## config.mk

```make
export PLATFORM = sky130hd
export DESIGN_NAME = rr_arbiter_16
export DESIGN_NICKNAME = d
export VERILOG_FILES = /design/src/rtl/rr_arbiter_16_pkg.sv /design/src/rtl/decoder_4to16.sv /design/src/rtl/rr_arbiter_16.sv
export SDC_FILE = /design/constraint.sdc
export NUM_CORES = 1
export LEC_CHECK = 0
export BUFFER_PORTS_ARGS = -buffer_cell sky130_fd_sc_hd__buf_2
export CAP_MARGIN = 20
export CORE_ASPECT_RATIO = 0.7
export CORE_UTILIZATION = 38
export DETAILED_ROUTE_END_ITERATION = 8
export PLACE_DENSITY = 0.62
export SLEW_MARGIN = 20
export SYNTH_ARGS = -nofsm -noshare
export SYNTH_HDL_FRONTEND = slang
export SYNTH_SLANG_ARGS = --single-unit
```

## constraint.sdc

```tcl
create_clock -name clk -period 10.91 [get_ports clk]
set_clock_uncertainty 0.2 [all_clocks]
set_input_delay 1.091 -clock clk [delete_from_list [all_inputs] [get_ports clk]]
set_output_delay 1.091 -clock clk [all_outputs]
set_load 0.02 [all_outputs]
```

## src/rtl/rr_arbiter_16_pkg.sv

```systemverilog
// ----------------------------------------------------------------------------
// rr_arbiter_16_pkg
// Shared definitions for the 16-way round-robin arbiter:
//   - FSM state encoding (IDLE=0, GRANT=1)
//   - requester count and index width
//   - rr_pick(): round-robin priority search helper
// ----------------------------------------------------------------------------
package rr_arbiter_16_pkg;

    localparam int NUM_REQ = 16;
    localparam int IDX_W   = 4;

    typedef enum logic [0:0] {
        IDLE  = 1'b0,
        GRANT = 1'b1
    } arb_state_e;

    // Returns the first set bit of req found searching upward from ptr,
    // wrapping 15 -> 0. The caller only uses the result when req != 0.
    function automatic logic [IDX_W-1:0] rr_pick(
        input logic [NUM_REQ-1:0] req,
        input logic [IDX_W-1:0]   ptr
    );
        logic [IDX_W-1:0] pick;
        logic [IDX_W-1:0] cand;
        logic             found;
        pick  = ptr;
        found = 1'b0;
        for (int i = 0; i < NUM_REQ; i++) begin
            // Index arithmetic is modulo 16 by virtue of the 4-bit width.
            cand = ptr + IDX_W'(i);
            if (!found && req[cand]) begin
                pick  = cand;
                found = 1'b1;
            end else begin
                pick  = pick;
                found = found;
            end
        end
        return pick;
    endfunction

endpackage : rr_arbiter_16_pkg

```

## src/rtl/decoder_4to16.sv

```systemverilog
// ----------------------------------------------------------------------------
// decoder_4to16
// Binary index to one-hot decoder.
// Ports:
//   idx    - 4-bit binary index
//   onehot - 16-bit one-hot vector, bit idx set
// ----------------------------------------------------------------------------
module decoder_4to16 (
    input  logic [3:0]  idx,
    output logic [15:0] onehot
);

    // Pure combinational decode of the index.
    always_comb begin
        onehot = 16'h0000;
        onehot = 16'h0001 << idx;
    end

endmodule : decoder_4to16

```

## src/rtl/rr_arbiter_16.sv

```systemverilog
// ----------------------------------------------------------------------------
// rr_arbiter_16
// 16-requester round-robin arbiter with a two-state FSM (IDLE/GRANT).
// A request seen in IDLE is granted at the next edge; the grant lasts until
// the owner releases it, drops its request, or (HOLD_MAX != 0) it has been
// held HOLD_MAX cycles. The pointer then moves past the owner so the search
// restarts from the next requester. IDLE is always visited between grants.
//
// Parameters:
//   HOLD_MAX    - max cycles a grant is held before forced rotation (0 = no limit)
// Ports:
//   clk         - clock, rising edge
//   rst_n       - asynchronous active-low reset
//   req         - request vector, bit i = requester i
//   gnt_release - pulse from the current owner ending its grant
//                 ("release" is a reserved word in SystemVerilog)
//   gnt         - one-hot grant vector, all-zero when no grant
//   gnt_idx     - binary index of current owner, 0 when gnt_valid = 0
//   gnt_valid   - high while a grant is held
// ----------------------------------------------------------------------------
module rr_arbiter_16
    import rr_arbiter_16_pkg::*;
#(
    parameter int HOLD_MAX = 8
) (
    input  logic               clk,
    input  logic               rst_n,
    input  logic [NUM_REQ-1:0] req,
    input  logic               gnt_release,
    output logic [NUM_REQ-1:0] gnt,
    output logic [IDX_W-1:0]   gnt_idx,
    output logic               gnt_valid
);

    // Counter only has to reach HOLD_MAX-1; keep at least one bit.
    localparam int               CNT_W     = (HOLD_MAX > 2) ? $clog2(HOLD_MAX) : 1;
    localparam bit               HOLD_EN   = (HOLD_MAX != 0);
    localparam logic [CNT_W-1:0] HOLD_LAST = (HOLD_MAX > 0) ? CNT_W'(HOLD_MAX - 1)
                                                            : {CNT_W{1'b0}};
    localparam logic [CNT_W-1:0] CNT_SAT   = {CNT_W{1'b1}};

    arb_state_e             state_r;
    logic [IDX_W-1:0]       ptr_r;
    logic [IDX_W-1:0]       idx_r;
    logic                   valid_r;
    logic [CNT_W-1:0]       hold_cnt_r;

    logic [IDX_W-1:0]       pick_s;
    logic                   any_req_s;
    logic                   grant_end_s;
    logic [NUM_REQ-1:0]     dec_s;

    // Round-robin search and grant-termination conditions.
    always_comb begin
        pick_s      = rr_pick(req, ptr_r);
        any_req_s   = (req != 16'h0000);
        grant_end_s = 1'b0;
        if (state_r == GRANT) begin
            grant_end_s = gnt_release
                        || !req[idx_r]
                        || (HOLD_EN && (hold_cnt_r == HOLD_LAST));
        end else begin
            grant_end_s = 1'b0;
        end
    end

    // Arbitration FSM with registered index/valid outputs.
    always_ff @(posedge clk or negedge rst_n) begin
        if (!rst_n) begin
            state_r    <= IDLE;
            ptr_r      <= 4'd0;
            idx_r      <= 4'd0;
            valid_r    <= 1'b0;
            hold_cnt_r <= {CNT_W{1'b0}};
        end else begin
            case (state_r)
                IDLE: begin
                    // gnt_release is deliberately not looked at here.
                    if (any_req_s) begin
                        state_r    <= GRANT;
                        idx_r      <= pick_s;
                        valid_r    <= 1'b1;
                        hold_cnt_r <= {CNT_W{1'b0}};
                    end else begin
                        state_r    <= IDLE;
                        idx_r      <= 4'd0;
                        valid_r    <= 1'b0;
                    end
                end
                GRANT: begin
                    if (grant_end_s) begin
                        state_r    <= IDLE;
                        ptr_r      <= idx_r + 4'd1;
                        idx_r      <= 4'd0;
                        valid_r    <= 1'b0;
                        hold_cnt_r <= {CNT_W{1'b0}};
                    end else if (hold_cnt_r != CNT_SAT) begin
                        hold_cnt_r <= hold_cnt_r + {{(CNT_W-1){1'b0}}, 1'b1};
                    end else begin
                        hold_cnt_r <= hold_cnt_r;
                    end
                end
                default: begin
                    state_r    <= IDLE;
                    idx_r      <= 4'd0;
                    valid_r    <= 1'b0;
                    hold_cnt_r <= {CNT_W{1'b0}};
                end
            endcase
        end
    end

    decoder_4to16 u_dec (
        .idx    (idx_r),
        .onehot (dec_s)
    );

    // Decoder output is masked so no bit can be high without a valid grant.
    assign gnt       = dec_s & {NUM_REQ{valid_r}};
    assign gnt_idx   = idx_r;
    assign gnt_valid = valid_r;

endmodule : rr_arbiter_16

```

==> results of run 1 <==
[cells in the mapped netlist, drive strengths merged (2+ instances only)]
| master | count |
|---|---|
| nor2 | 36 |
| nand2 | 35 |
| mux2i | 27 |
| mux4 | 25 |
| a21oi | 24 |
| mux2 | 21 |
| o21ai | 19 |
| inv | 17 |
| ha | 15 |
| dfrtp | 13 |
| nand3 | 11 |
| buf | 10 |
| clkbuf | 8 |
| xnor2 | 7 |
| a21o | 5 |
| nor3 | 5 |
| nor4 | 5 |
| a211o | 4 |
| and3 | 4 |
| nor2b | 4 |
| o21a | 4 |
| xor2 | 4 |
| a211oi | 3 |
| a22o | 3 |
| a31oi | 3 |
| nand2b | 3 |
| nand3b | 3 |
| o211ai | 3 |
| o22ai | 3 |
| o32ai | 3 |
| a21boi | 2 |
| a2bb2oi | 2 |
| a32oi | 2 |
| and2 | 2 |
| nand4 | 2 |
| nand4b | 2 |
| or2 | 2 |
[critical path, cell delays in order, from the launching register on]
cell	delay, ns
sky130_fd_sc_hd__dfrtp_1	0.32
sky130_fd_sc_hd__buf_4	0.38
sky130_fd_sc_hd__inv_1	0.17
sky130_fd_sc_hd__ha_1	0.71
sky130_fd_sc_hd__inv_1	0.35
sky130_fd_sc_hd__mux4_2	0.61
sky130_fd_sc_hd__mux2i_1	0.55
sky130_fd_sc_hd__a211o_1	0.25
sky130_fd_sc_hd__o21ai_0	0.14
sky130_fd_sc_hd__a221oi_1	0.31
sky130_fd_sc_hd__o21ai_1	0.10
sky130_fd_sc_hd__a21oi_1	0.21
sky130_fd_sc_hd__a211oi_1	0.07
[registers in the layout, indices dropped and copies added, names as in the netlist]
name,cells
gnt_idx,4
gnt_valid,1
hold_cnt_r,3
ptr_r,4
state_r,1
[metrics by stage]
step | utilization [%] | hold WS (ns) | cells | setup WS [ns] | instance area, µm²
3_3_place_gp | 42.3 | 0.294 | 479 | 6.49 | 3380
2_1_floorplan | - | 0.277 | 354 | 7.04 | 3160
5_1_grt | 43.3 | 0.322 | 483 | 6.23 | 3450
3_5_place_dp | 42.3 | 0.296 | 479 | 6.56 | 3380
4_1_cts | 43.3 | 0.311 | 483 | 6.54 | 3450
6_report | 43.3 | 0.311 | 483 | 6.39 | 3450
[area by class of cell]
class | count | area (µm²) | area share [%]
Timing Repair Buffer | 42 | 218 | 6.30
Sequential cell | 13 | 325 | 9.42
Clock buffer | 4 | 78.8 | 2.28
Multi-Input combinational cell | 306 | 2640 | 76.5
Tap cell | 101 | 126 | 3.66
Inverter | 17 | 63.8 | 1.85
[worst paths after layout]
| kind | startpoint | to | cells after the start |
|---|---|---|---|
| min reg2reg | hold_cnt_r[1]$_DFFE_PN0P_ | hold_cnt_r[1]$_DFFE_PN0P_ | 1 |
| max reg2reg | ptr_r[0]$_DFFE_PN0P_ | gnt_idx[3]$_DFFE_PN0P_ | 12 |
| min in group asynchronous | rst_n | ptr_r[2]$_DFFE_PN0P_ | 1 |
| max | ptr_r[0]$_DFFE_PN0P_ | gnt_idx[3]$_DFFE_PN0P_ | 12 |
| min | hold_cnt_r[1]$_DFFE_PN0P_ | hold_cnt_r[1]$_DFFE_PN0P_ | 1 |
| max in group asynchronous | rst_n | ptr_r[3]$_DFFE_PN0P_ | 1 |
[cell families (layout without fill, tap and decap cells)]
| family | count (synthesis) | in the layout | share of synthesized area [%] |
|---|---|---|---|
| multiplexers | 73 | 73 | 36.0 |
| buffers and inverters | 35 | 63 | 5.98 |
| AND/OR/NAND/NOR | 117 | 117 | 18.8 |
| XOR/XNOR | 11 | 11 | 4.12 |
| AO/OA/AOI/OAI | 90 | 90 | 18.8 |
| flip-flops | 13 | 13 | 10.3 |
| adder cells (fa/ha/maj) | 15 | 15 | 5.95 |
[routing by layer]
metal / vias up / GRT usage, % / part of all wire, % / wire (µm)
li1: 1413 / - / - / -
met1: 1468 / 35.2 / 49 / 4660
met2: 179 / 30.7 / 38 / 3640
met3: 20 / 5.17 / 11 / 1050
met4: 0 / 4.79 / 1.7 / 164
met5: - / 0 / 0 / 0
==> metrics.txt, run 1 <==
Top FF cell, synth sky130_fd_sc_hd__dfrtp_1; fraction of the yosys area taken by sequential cells between 10% and 20%; CTS clk-pin slew, worst paths about 0.040 ns; x dimension of the die around 110 µm; clock tree from TritonCTS built; Post-Syn Area per Cell 8.92 µm²; via count of the first global-routing pass between 2,000 and 3,000; number of resized instances in the post-cts repair step 0; cell taking the most area after synthesis sky130_fd_sc_hd__mux4_2; Distinct cells, synth 70; count of state elements after synthesis 13; status complete, but fails checks; setup violation total in the final timing report 0; routed via count between 3,000 and 4,000; commonest non-fill, non-tap cells in the layout sky130_fd_sc_hd__buf_2 (39), sky130_fd_sc_hd__nor2_1 (36), sky130_fd_sc_hd__nand2_1 (35), sky130_fd_sc_hd__a21oi_1 (24), sky130_fd_sc_hd__mux4_2 (22); hold buffer count at cts 0; CTS Root Cell sky130_fd_sc_hd__clkbuf_16; core box area 0.00797 mm²; clock period minus worst slack about 4.5 ns; share of layout cells above drive strength 1 about 25%; Synth area leaders sky130_fd_sc_hd__mux4_2 (16%), sky130_fd_sc_hd__dfrtp_1 (10%), sky130_fd_sc_hd__mux2i_1 (6.7%), sky130_fd_sc_hd__ha_1 (5.9%), sky130_fd_sc_hd__nor2_1 (4.3%); setup fix buffers added after clock tree synthesis 0; HPWL Detailed approximately 7400 µm; detailed-router iteration count before antenna repair 7; actual transition at the worst max-transition pin between 0.8 and 0.9 ns; Ys Warns 0; portion of the clock cycle consumed by the worst path in the final layout slightly above 40%; type of element capturing the critical path flip-flop; clock network latency to the later pin of the worst-skew pair ~0.24 ns; maximum number of pins on one net before global-route repair 31; data required time at the worst endpoint 10.83 ns; maximum frequency from static timing analysis 0.221 GHz; final hold violation count 0; Syn Nets between 300 and 400; Rel. slew slack 45.9%; total CTS buffers 3; Area Overhead vs Synth 9.43%; most common cell after layout, fill and taps aside sky130_fd_sc_hd__buf_2; number of DRC markers after the initial detailed-route iteration 334; initial cell density of the core between 30% and 40%; number of diodes added for antenna fixing 0; reg2reg setup slack between 6 and 7 ns; post-DR wirelength/cell about 20 µm; final slew viol count 0; Die H approximately 80 µm; number of flops mapped to enable cells by yosys 0; depth of the CTS H-tree 1; unrepaired setup endpoints after global routing no; violations in the final reports design-rule violations; mapped cell area 0.00316 mm²; share of async-settable or async-resettable flops after synthesis 100%; gr usage total between 20 and 25%; Port-buffer cells 39; Clock Path Buffers 2; hold crit path type reg -> reg; launching element type of the critical path flip-flop; Placement Rows 27; total congestion overflow 0; number of vias per cell about 6.4; Gate Count Post-Synth between 300 and 400; Arrival @ worst endpoint 4.44 ns; share of Yosys cell area claimed by the top area cell type between 10% and 20%; count of filler cells inserted in the layout 798; RePlAce Congestion 0.951; Setup TNS Final 0 ns; total length of routed wires 9510 µm; first-pass GRT wire length approximately 15,000 µm; number of antenna violations at the first check in global routing 0; critical path peak fanout 30; count of unresolved DRC violations after routing 4; clock sinks 13; Final ANT Viol Nets 0; number of max-cap violations 0; I/O pins 40; number of nets at the end of the flow about 420; kind of critical path reg -> reg; Die ar. 0.00868 mm²
Power of run 1 is not shown: default switching activity piles up to over one toggle a cycle in this logic, so the estimate is an artifact.
==> inputs of run 2 (changes only) <==
--- a/config.mk
+++ b/config.mk
@@ -5,12 +5,13 @@
 export SDC_FILE = /design/constraint.sdc
 export NUM_CORES = 1
 export LEC_CHECK = 0
+export ABC_AREA = 1
 export BUFFER_PORTS_ARGS = -buffer_cell sky130_fd_sc_hd__buf_2
 export CAP_MARGIN = 20
 export CORE_ASPECT_RATIO = 0.7
 export CORE_UTILIZATION = 38
 export DETAILED_ROUTE_END_ITERATION = 8
-export PLACE_DENSITY = 0.62
+export PLACE_DENSITY = 0.65
 export SLEW_MARGIN = 20
 export SYNTH_ARGS = -nofsm -noshare
 export SYNTH_HDL_FRONTEND = slang
==> constraint.sdc (replaced) <==
create_clock -name clk -period 3.87 [get_ports clk]
set_clock_uncertainty 0.2 [all_clocks]
set_input_delay 0.387 -clock clk [delete_from_list [all_inputs] [get_ports clk]]
set_output_delay 0.387 -clock clk [all_outputs]
set_load 0.02 [all_outputs]
==> run 2 against run 1 <==
  * The flow now finishes without violations
  * Highest routed layer unchanged
  * Area after synthesis shrank 17%
  * Synthesized cell count is 36% higher
  * Die area down 16%
  * Sequential share of layout area rose by 1.2 points
==> metrics.txt, run 2 <==
most common cell after layout, fill and taps aside sky130_fd_sc_hd__nand2_1 (was sky130_fd_sc_hd__buf_2); clock tree from TritonCTS built (unchanged); HPWL Detailed 7510 µm (was 7410 µm); share of Yosys cell area claimed by the top area cell type 22.1% (was 15.7%); number of vias per cell 5.35 (was 6.38); clock period minus worst slack 3.66 ns (was 4.52 ns); initial cell density of the core 40.8% (was 39.6%); setup slack after placement 0.131 ns (was 6.56 ns); total length of routed wires 9130 µm (was 9510 µm); Area Overhead vs Synth 16.2% (was 9.43%); worst-case reg-to-reg path depth 18 (was 12); unrepaired setup endpoints after global routing no (unchanged); hold crit path type reg -> reg (unchanged); number of nets at the end of the flow 566 (was 417); number of flops mapped to enable cells by yosys 0 (unchanged); core box area 0.00646 mm² (was 0.00797 mm²); cell depth of the worst min-delay path 1 (unchanged); share of layout cells above drive strength 1 15.4% (was 24.9%); final slew viol count 0 (unchanged); beginning of the worst register-to-register path ptr_r[1]$_DFFE_PN0P_ (was ptr_r[0]$_DFFE_PN0P_); capturing point of the worst reg2reg path gnt_idx[2]$_DFFE_PN0P_ (was gnt_idx[3]$_DFFE_PN0P_); detailed-router iteration count before antenna repair 5 (was 7); number of antenna violations at the first check in global routing 0 (unchanged); setup fix buffers added after clock tree synthesis 0 (unchanged); adder and majority cell fraction of the synthesized area 7.12% (was 5.95%); final core utilization 47.4% (was 43.3%); maximum frequency from static timing analysis 0.274 GHz (was 0.221 GHz); clock sinks 13 (unchanged); CTS clk-pin slew, worst paths 0.05 ns (was 0.04 ns); Arrival @ worst endpoint 3.63 ns (was 4.44 ns); first-pass GRT wire length 14,700 µm (was 15,300 µm); Setup TNS Final 0 ns (unchanged); Final ANT Viol Nets 0 (unchanged); fraction of the yosys area taken by sequential cells 12.3% (was 10.3%); Top FF cell, synth sky130_fd_sc_hd__dfrtp_1 (unchanged); cell taking the most area after synthesis sky130_fd_sc_hd__nand2_1 (was sky130_fd_sc_hd__mux4_2); Routed met1 length 4630 µm (was 4660 µm); combinational family with the most area after synthesis simple AND/OR/NAND/NOR gates (was multiplexers); RePlAce Congestion 1.05 (was 0.951); Clock Path Buffers 2 (unchanged); Post-Syn Area per Cell 5.47 µm² (was 8.92 µm²); minimum hold slack 0.302 ns (was 0.311 ns); final hold violation count 0 (unchanged); count of state elements after synthesis 13 (unchanged); ordered list of cells on the worst path buf_4 -> ha_1 -> nand2_1 -> xor2_1 -> inv_1 -> o21ai_0 -> inv_1 -> nor4_4 -> nand2_1 -> nand2_1 -> inv_1 -> nand2_1 -> nand2_1 -> nand2_1 -> nand2_1 -> nand2_1 -> nand2_1 -> nand2_1 (was buf_4 -> inv_1 -> ha_1 -> inv_1 -> mux4_2 -> mux2i_1 -> a211o_1 -> o21ai_0 -> a221oi_1 -> o21ai_1 -> a21oi_1 -> a211oi_1); area share of and/or/nand/nor cells after synthesis 56.4% (was 18.8%); type of element capturing the critical path flip-flop (unchanged); post-synthesis mux area share 0.380% (was 36.0%); critical path peak fanout 14 (was 30); slowest cell on the critical path sky130_fd_sc_hd__o21ai_0 (was sky130_fd_sc_hd__ha_1); via count of the first global-routing pass 2,941 (was 2,733); Die ar. 0.00728 mm² (was 0.00868 mm²); routed via count 3,326 (was 3,080); hold path startpoint hold_cnt_r[0]$_DFFE_PN0P_ (was hold_cnt_r[1]$_DFFE_PN0P_); count of unresolved DRC violations after routing 0 (was 4); Gate Count Post-Synth 482 (was 354); CTS Root Cell sky130_fd_sc_hd__clkbuf_8 (was sky130_fd_sc_hd__clkbuf_16); depth of the CTS H-tree 1 (unchanged); maximum number of pins on one net before global-route repair 18 (was 31); top-count cell post-synth sky130_fd_sc_hd__nand2_1 (was sky130_fd_sc_hd__nor2_1); mapped cell area 0.00264 mm² (was 0.00316 mm²); Port-buffer cells 39 (unchanged); Top Layer Used met4 (unchanged); portion of the clock cycle consumed by the worst path in the final layout 94.5% (was 41.4%); total CTS buffers 3 (unchanged); gr usage total 26.3% (was 22.6%); total congestion overflow 0 (unchanged); met2 wire length 3460 µm (was 3640 µm); reg2reg setup slack 0.21 ns (was 6.39 ns); share of async-settable or async-resettable flops after synthesis 100% (unchanged); number of diodes added for antenna fixing 0 (unchanged); number of DRC markers after the initial detailed-route iteration 209 (was 334); Placement Rows 24 (was 27); cell repeated most along the worst path sky130_fd_sc_hd__nand2_1 (was sky130_fd_sc_hd__inv_1); xor/xnor share of the synthesized area 2.61% (was 4.12%); Final Worst Setup Slack 0.215 ns (was 6.39 ns); setup violation total in the final timing report 0 (unchanged); area fraction in compound gates after synthesis 11.3% (was 18.8%); status complete, no violations (was complete, but fails checks); x dimension of the die 102 µm (was 111 µm); Worst path max stage delay 0.53 ns (was 0.71 ns); endpoint of the worst hold path hold_cnt_r[0]$_DFFE_PN0P_ (was hold_cnt_r[1]$_DFFE_PN0P_); post-DR wirelength/cell 14.7 µm (was 19.7 µm); data required time at the worst endpoint 3.85 ns (was 10.83 ns); Distinct cells, synth 39 (was 70); Ys Warns 0 (unchanged); Syn Nets 516 (was 388); Rel. slew slack 48.1% (was 45.9%); commonest non-fill, non-tap cells in the layout sky130_fd_sc_hd__nand2_1 (154), sky130_fd_sc_hd__nand3_1 (95), sky130_fd_sc_hd__nor2_1 (52), sky130_fd_sc_hd__inv_1 (46), sky130_fd_sc_hd__buf_2 (39) (was sky130_fd_sc_hd__buf_2 (39), sky130_fd_sc_hd__nor2_1 (36), sky130_fd_sc_hd__nand2_1 (35), sky130_fd_sc_hd__a21oi_1 (24), sky130_fd_sc_hd__mux4_2 (22)); I/O pins 40 (unchanged); Die H 71.7 µm (was 78.3 µm); launching element type of the critical path flip-flop (unchanged); kind of critical path reg -> reg (unchanged); most numerous cell types in the synthesized netlist sky130_fd_sc_hd__nand2_1 (155), sky130_fd_sc_hd__nand3_1 (95), sky130_fd_sc_hd__nor2_1 (52) (was sky130_fd_sc_hd__nor2_1 (36), sky130_fd_sc_hd__nand2_1 (35), sky130_fd_sc_hd__a21oi_1 (24)); actual transition at the worst max-transition pin 0.775 ns (was 0.811 ns); clock network latency to the later pin of the worst-skew pair 0.24 ns (about the same); Synth area leaders sky130_fd_sc_hd__nand2_1 (22%), sky130_fd_sc_hd__nand3_1 (18%), sky130_fd_sc_hd__dfrtp_1 (12%), sky130_fd_sc_hd__nor2_1 (7.4%), sky130_fd_sc_hd__ha_1 (7.1%) (was sky130_fd_sc_hd__mux4_2 (16%), sky130_fd_sc_hd__dfrtp_1 (10%), sky130_fd_sc_hd__mux2i_1 (6.7%), sky130_fd_sc_hd__ha_1 (5.9%), sky130_fd_sc_hd__nor2_1 (4.3%)); routed length on met3 930 µm (was 1050 µm); number of max-cap violations 0 (unchanged)
run 2: cell count changes after synthesis, moves of 6 or more:
cell	before	now
sky130_fd_sc_hd__mux2_1	10	0
sky130_fd_sc_hd__nor2_1	36	52
sky130_fd_sc_hd__mux2i_1	21	1
sky130_fd_sc_hd__inv_1	16	47
sky130_fd_sc_hd__a21oi_1	24	11
sky130_fd_sc_hd__nand3_1	10	95
sky130_fd_sc_hd__mux4_2	22	0
sky130_fd_sc_hd__nand2_2	0	6
sky130_fd_sc_hd__nand2_1	35	155
sky130_fd_sc_hd__mux2_2	9	0
sky130_fd_sc_hd__o21ai_0	14	22
run 2: layer usage:
| layer | GRT usage [%] | vias to the layer above |
|---|---|---|
| li1 | - | 1682 |
| met1 | 41.3 | 1490 |
| met2 | 36.1 | 143 |
| met3 | 6.05 | 11 |
| met4 | 4.19 | 0 |
| met5 | 0 | - |
run 2: worst max-delay path by stage:
stage | cells after the start | slack [ns] | from | endpoint
3_5_place_dp | 27 | 0.13 | ptr_r[0]$_DFFE_PN0P_ | gnt_idx[2]$_DFFE_PN0P_
5_1_grt | 26 | 0.008 | ptr_r[0]$_DFFE_PN0P_ | gnt_idx[2]$_DFFE_PN0P_
3_3_place_gp | 27 | 0.08 | ptr_r[0]$_DFFE_PN0P_ | gnt_idx[2]$_DFFE_PN0P_
4_1_cts | 27 | 0.11 | ptr_r[0]$_DFFE_PN0P_ | gnt_idx[2]$_DFFE_PN0P_
2_1_floorplan | 26 | 0.43 | ptr_r[1]$_DFFE_PN0P_ | gnt_idx[3]$_DFFE_PN0P_
6_report | 18 | 0.21 | ptr_r[1]$_DFFE_PN0P_ | gnt_idx[2]$_DFFE_PN0P_
run 2: critical path: cells and delay by family (launching register included):
| family | cells | cell delay [ns] |
|---|---|---|
| AO/OA/AOI/OAI | 1 | 0.53 |
| buffers and inverters | 4 | 0.73 |
| XOR/XNOR | 1 | 0.31 |
| flip-flops | 1 | 0.37 |
| AND/OR/NAND/NOR | 11 | 1.21 |
| adder cells (fa/ha/maj) | 1 | 0.24 |
run 2: kinds of logic (layout without fill, tap and decap cells):
| group | after synthesis | after routing |
|---|---|---|
| simple gates | 330 | 330 |
| buf+inv | 64 | 113 |
| compound gates | 52 | 52 |
| fa+ha+maj | 15 | 15 |
| flops | 13 | 13 |
| xor+xnor | 7 | 7 |
| mux | 1 | 1 |
run 2: area by class of cell:
class | instances | area, µm²
clock buffer | 4 | 45.0
tap | 91 | 114
sequential | 13 | 327
inverter | 53 | 199
timing repair buffer | 56 | 325
fill | 660 | 3390
multi-input combinational | 405 | 2050
run 2: per-stage QoR:
step	instances	area, µm²
after floorplan	482	2640
after CTS	622	3060
final	622	3060
after global routing	622	3060
after global placement	617	3000
after detailed placement	617	3000
run 2: repair_timing:
item | CTS | global route
gates resized for setup | 0 | 3
setup endpoints to repair | 0 | 4
endpoints found under the hold margin | 13 | 0
hold buffers | 1 | 0
Power of run 2 is left out for the same reason.
